[src/rtl/serial_sub16_if.sv]
// serial_sub16_if: operand/result handshake bundle for the bit-serial subtractor
interface serial_sub16_if #(parameter int WIDTH = 16);
    logic             in_valid;
    logic             in_ready;
    logic [WIDTH-1:0] a;
    logic [WIDTH-1:0] b;
    logic             out_valid;
    logic             out_ready;
    logic [WIDTH-1:0] diff;
    logic             borrow;
    logic             zero;
    logic             ovf;

    modport master (
        output in_valid, a, b, out_ready,
        input  in_ready, out_valid, diff, borrow, zero, ovf
    );

    modport slave (
        input  in_valid, a, b, out_ready,
        output in_ready, out_valid, diff, borrow, zero, ovf
    );
endinterface

[src/rtl/serial_sub16.sv]
// serial_sub16: bit-serial a - b, one bit per cycle LSB first, with borrow/zero/ovf flags
module serial_sub16 #(
    parameter int WIDTH = 16
) (
    input logic           clk,
    input logic           rst_n,
    serial_sub16_if.slave bus
);
    localparam int IW = $clog2(WIDTH);
    localparam logic [IW-1:0] LAST = IW'(WIDTH - 1);

    typedef enum logic [1:0] {IDLE, RUN, DONE} state_t;

    state_t           state_q;
    logic [WIDTH-1:0] a_q, b_q, sh_q, diff_q;
    logic [IW-1:0]    idx_q;
    logic             br_q, borrow_q, zero_q, ovf_q;
    logic             bit_d, br_d;
    logic [WIDTH-1:0] sh_d;

    assign bus.in_ready  = (state_q == IDLE);
    assign bus.out_valid = (state_q == DONE);
    assign bus.diff      = diff_q;
    assign bus.borrow    = borrow_q;
    assign bus.zero      = zero_q;
    assign bus.ovf       = ovf_q;

    // one full-subtractor step on the current bit; result bit enters the shift register at the MSB
    always_comb begin
        bit_d = a_q[idx_q] ^ b_q[idx_q] ^ br_q;
        br_d  = (~a_q[idx_q] & b_q[idx_q]) | (~(a_q[idx_q] ^ b_q[idx_q]) & br_q);
        sh_d  = {bit_d, sh_q[WIDTH-1:1]};
    end

    // control FSM; result fields load only on the edge entering DONE
    always_ff @(posedge clk or negedge rst_n) begin
        if (!rst_n) begin
            state_q  <= IDLE;
            a_q      <= '0;
            b_q      <= '0;
            sh_q     <= '0;
            idx_q    <= '0;
            br_q     <= 1'b0;
            diff_q   <= '0;
            borrow_q <= 1'b0;
            zero_q   <= 1'b0;
            ovf_q    <= 1'b0;
        end else begin
            case (state_q)
                IDLE: if (bus.in_valid) begin
                    a_q     <= bus.a;
                    b_q     <= bus.b;
                    idx_q   <= '0;
                    br_q    <= 1'b0;
                    state_q <= RUN;
                end
                RUN: begin
                    sh_q  <= sh_d;
                    br_q  <= br_d;
                    idx_q <= idx_q + 1'b1;
                    if (idx_q == LAST) begin
                        state_q  <= DONE;
                        diff_q   <= sh_d;
                        borrow_q <= br_d;
                        zero_q   <= (sh_d == '0);
                        ovf_q    <= (a_q[WIDTH-1] != b_q[WIDTH-1]) & (sh_d[WIDTH-1] != a_q[WIDTH-1]);
                    end
                end
                DONE: if (bus.out_ready) state_q <= IDLE;
                default: state_q <= IDLE;
            endcase
        end
    end
endmodule

[src/flat_wrapper.sv]
// flat-port wrapper written by rule: the top's interface ports become plain ports
module serial_sub16_flat 
#(
    parameter int WIDTH = 16
)
  (clk, rst_n, bus_in_valid, bus_a, bus_b, bus_out_ready, bus_in_ready, bus_out_valid, bus_diff, bus_borrow, bus_zero, bus_ovf);
  serial_sub16_if #(.WIDTH(WIDTH)) bus_i ();
  input logic clk;
  input logic rst_n;
  input wire logic [$bits(bus_i.in_valid)-1:0] bus_in_valid;
  input wire logic [$bits(bus_i.a)-1:0] bus_a;
  input wire logic [$bits(bus_i.b)-1:0] bus_b;
  input wire logic [$bits(bus_i.out_ready)-1:0] bus_out_ready;
  output wire logic [$bits(bus_i.in_ready)-1:0] bus_in_ready;
  output wire logic [$bits(bus_i.out_valid)-1:0] bus_out_valid;
  output wire logic [$bits(bus_i.diff)-1:0] bus_diff;
  output wire logic [$bits(bus_i.borrow)-1:0] bus_borrow;
  output wire logic [$bits(bus_i.zero)-1:0] bus_zero;
  output wire logic [$bits(bus_i.ovf)-1:0] bus_ovf;
  assign bus_i.in_valid = bus_in_valid;
  assign bus_i.a = bus_a;
  assign bus_i.b = bus_b;
  assign bus_i.out_ready = bus_out_ready;
  assign bus_in_ready = bus_i.in_ready;
  assign bus_out_valid = bus_i.out_valid;
  assign bus_diff = bus_i.diff;
  assign bus_borrow = bus_i.borrow;
  assign bus_zero = bus_i.zero;
  assign bus_ovf = bus_i.ovf;
  serial_sub16 #(.WIDTH(WIDTH)) u_core (.clk(clk), .rst_n(rst_n), .bus(bus_i));
endmodule
[config.mk]
export PLATFORM = sky130hd
export DESIGN_NAME = serial_sub16_flat
export DESIGN_NICKNAME = d
export VERILOG_FILES = /design/src/rtl/serial_sub16_if.sv /design/src/rtl/serial_sub16.sv /design/src/flat_wrapper.sv
export SDC_FILE = /design/constraint.sdc
export NUM_CORES = 1
export LEC_CHECK = 0
export CORE_UTILIZATION = 56
export DETAILED_ROUTE_END_ITERATION = 7
export PLACE_DENSITY = 0.89
export SYNTH_ARGS = -nofsm -noshare
export SYNTH_HDL_FRONTEND = slang
export SYNTH_SLANG_ARGS = --single-unit
[constraint.sdc]
create_clock -name clk -period 5.1 [get_ports clk]
set_clock_uncertainty 0.15 [all_clocks]
set_input_delay 1.02 -clock clk [delete_from_list [all_inputs] [get_ports clk]]
set_output_delay 1.02 -clock clk [all_outputs]
set_load 0.02 [all_outputs]
==> metrics list <==
* Number of maximum-capacitance violations: 0
- GR met3 Demand/Resource: 6.74%
- No sink is reached through more buffers than the 2 on the longest clock path.
- After detailed routing, the number of remaining DRC violations is 0.
* Initial core utilization: 58.5%
- Share of total power consumed by net switching: 34.1%
- At the end of the flow the core is filled with cells to 72.8%.
- Global routing used 23.7% of the available tracks.
- Placeable core region: 5570 µm²
- Across the VDD grid, the largest voltage drop is 0.300 mV.
- Power density of the placed cells: 684 nW/µm²
- The die covers 6130 µm².
* Antenna violations before repair: 0
* Adder-cell share of the synthesized area: 0.997%
- Placement Rows: 27
- CTS sink count: 73
- Setup TNS: 0 ns
- Synthesis inferred 73 register bits.
- The first global-routing pass estimated 10900 µm of wire.
* Met2 Track Usage GR: 35.8%
- Pre-antenna DRT Iters: 4
- Dominant combinational cell family by area after synthesis: multiplexers
* Synthesized-area fraction occupied by and/or/nand/nor cells: 10.7%
* Fill cells: 349
- Once the clock tree was built, the resizer swapped 0 gates to a different size.
- Power spent charging and discharging nets: 0.947 mW
* Result of the run: finished, final reports clean
- Busiest layer in global routing: met2
- At the pin with the least slew margin, the transition time is 0.746 ns.
- Summed over all layers, the global routing overflow is 0.
- The analysis attributes to cell leakage a power of 1.87 nW.
* Yosys top cell by area: sky130_fd_sc_hd__dfrtp_1
- Average wire per standard cell: 17.0 µm
* Average via count per standard cell: 5.63
* Met1 Use GR: 31.8%
- Min Clock Period, post-route: 3.03 ns
* Class of the most critical hold timing path: reg -> reg
- Proportion of synthesized flip-flops having asynchronous set or reset: 100%
- Wires add up to 6300 µm.
- Entering global routing, the biggest net connects 43 pins.
- HPWL after detailed placement: 4140 µm
* Maximum operating frequency: 0.330 GHz
* CTS Buf Count: 9
* Unrepaired setup endpoints after global routing: no
* Most used flip-flop cell after synthesis: sky130_fd_sc_hd__dfrtp_1
- From left edge to right edge, the die measures 78.3 µm.
- # IOs: 57
- Per report_power, the clock group accounts for 20.2% of the total.
- Xor-xnor portion of the synthesized cell area: 0%
* CTS tree: built
- Compared with the post-synthesis result, the final layout area differs by 24.4%.
- Seq/Total Area, Yosys: 56.0%
- Each instance of the synthesized netlist takes up on average 13.6 µm².
* Vertical die dimension: 78.3 µm
- Number of DRC violations after detailed-routing iteration 0: 115
- Data on the critical path arrives at its endpoint at 3.15 ns.
- Number of endpoints with negative hold slack in the final report: 0
- Per report_power, the combinational group accounts for 39.8% of the total.
* Multiplexer share of the synthesized area: 25.7%
- Clock-pin slew was measured on the worst setup and hold paths at 0.08 ns.
* Slew margin rel.: 50.2%
- The number of different library cells used by synthesis comes to 32.
- In this run the post-CTS setup repair buffer count came out at 0.
- Share of the synthesized area in the top cell type: 56.0%
- Syn Std Cell Area: 3260 µm²
* Yosys synthesis warning count: 0
- Port buffer count: 56
- At the later pin of the worst-skew pair, clock insertion delay measures 0.35 ns.
- Maximum fanout along the worst path: 12
- STA classifies the critical path startpoint as a register.
- EDFF count, synth: 0
- Worst setup EP type: register
* Power Internal: 1.83 mW
- Clock tree synthesis selected as its root buffer the cell sky130_fd_sc_hd__clkbuf_8.
- Setup violations remaining at the end of the flow were counted as 0.
- The number of max-slew violations in the final report is 0.
- The final critical path takes up 59.5% of the cycle.
- Critical Path RT: 5.21 ns
- Sequential cell fraction of total power: 39.9%
* Synthesized net count: 277
- Antenna cell count: 0
- The synthesized netlist devotes 2.69% of its cell area to compound gates.
- Nets@finish: 332
- CTS H-tree depth: 3
- At the end of routability-driven placement, the weighted congestion stood at 0.787.
* Share of layout cells above drive strength 1: 23.7%
* Post-CTS Hold Fix Bufs: 0
* Number of nets still failing antenna checks after routing: 0
- Dominant cells by area after synthesis: sky130_fd_sc_hd__dfrtp_1, sky130_fd_sc_hd__mux2_2, sky130_fd_sc_hd__mux2_4
- After technology mapping, the gate count stands at 239.
- The setup path with the least slack is of type reg -> reg.
- Vias in the first global route: 2261
- Via count of the routed design: 2088
## worst max-delay path, cell delays in order, from the launching register on
cell	delay, ns
sky130_fd_sc_hd__dfrtp_1	0.70
sky130_fd_sc_hd__mux4_1	0.63
sky130_fd_sc_hd__a22oi_1	0.18
sky130_fd_sc_hd__and3_1	0.19
sky130_fd_sc_hd__fa_1	0.49
sky130_fd_sc_hd__nor4_1	0.30
sky130_fd_sc_hd__nand4_1	0.15
sky130_fd_sc_hd__o21ai_0	0.16
## layout by cell type (no fill, tap or decap), types with 4 or more instances in the layout
cell and instances:
sky130_fd_sc_hd__o21ai_0 7, sky130_fd_sc_hd__dfrtp_1 73, sky130_fd_sc_hd__mux2_2 31, sky130_fd_sc_hd__nand2b_1 4, sky130_fd_sc_hd__nand3_1 4, sky130_fd_sc_hd__clkdlybuf4s50_1 55
sky130_fd_sc_hd__mux2_4 17, sky130_fd_sc_hd__clkbuf_8 11, sky130_fd_sc_hd__mux4_1 6, sky130_fd_sc_hd__nor4_1 4, sky130_fd_sc_hd__nand2_1 52
## stage by stage
step / instances / total power [mW] / worst slack [ns] / instance area, µm² / hold WS (ns)
finish: 371 / 2.78 / 2.07 / 4060 / 0.344
global route: 371 / 2.95 / 1.78 / 4060 / 0.381
CTS: 371 / 2.79 / 2.06 / 4060 / 0.350
detailed placement: 355 / 2.20 / 2.16 / 3800 / 0.328
global placement: 355 / 2.14 / 2.28 / 3800 / 0.329
floorplan: 239 / 1.89 / 2.58 / 3260 / 0.299
## synthesized netlist by cell type, drive strengths merged, types with 2 or more instances
library cell and n:
mux4 8, nor2 3, clkbuf 4, dfrtp 73, inv 2, nand3 4, mux2 50, nand4 2
buf 10, o21ai 7, nor2b 2, a22oi 2, nand2 52, o22ai 2, nand2b 5, nor4 4
## layer usage
layer	share of wire [%]	up-vias
met5	0	-
met4	2.8	0
met3	5.1	18
met2	50	86
met1	42	1029
li1	-	955
## registers in the layout, summed over array words and instances (netlist names)
signal,cells
u_core.bus.zero,1
u_core.b_q,16
u_core.bus.ovf,1
u_core.bus.diff,16
u_core.a_q,16
u_core.sh_q,15
u_core.idx_q,4
u_core.state_q,2
u_core.bus.borrow,1
u_core.br_q,1
## worst paths after layout
check	endpoint	startpoint	slack, ns	depth (start not counted)
worst max-delay path	u_core.bus.zero	u_core.idx_q[0]	2.07	7
worst min-delay path	u_core.b_q[5]	u_core.b_q[5]	0.34	1
worst max register to register	u_core.bus.zero	u_core.idx_q[0]	2.07	7
worst min register to register	u_core.b_q[5]	u_core.b_q[5]	0.34	1
max in group asynchronous	u_core.b_q[14]	rst_n	3.26	2
min in group asynchronous	u_core.bus.diff[0]	rst_n	0.56	1
## power by group through the flow
stage | clock (mW) | sequential [mW] | combinational, mW
3_5_place_dp | 0 | 1.11 | 1.09
5_1_grt | 0.595 | 1.15 | 1.21
2_1_floorplan | 0 | 1.07 | 0.820
4_1_cts | 0.571 | 1.11 | 1.11
3_3_place_gp | 0 | 1.09 | 1.05
6_report | 0.562 | 1.11 | 1.11
## logic make-up (layout without fill, tap and decap cells)
| family | after synthesis | count (layout) |
|---|---|---|
| simple gates | 75 | 75 |
| flops | 73 | 73 |
| mux | 59 | 59 |
| buf+inv | 16 | 76 |
| compound gates | 14 | 14 |
| fa+ha+maj | 2 | 2 |
## area by class of cell
| type | count | area [µm²] | area share [%] |
|---|---|---|---|
| inverter | 2 | 7.51 | 0.185 |
| clock inverter | 4 | 98.8 | 2.44 |
| multi-input combinational | 150 | 1310 | 32.3 |
| timing repair buffer | 58 | 571 | 14.1 |
| sequential | 73 | 1830 | 45.0 |
| tap | 72 | 90.1 | 2.22 |
| clock buffer | 12 | 155 | 3.82 |
Power figures use the tool's default switching activity.
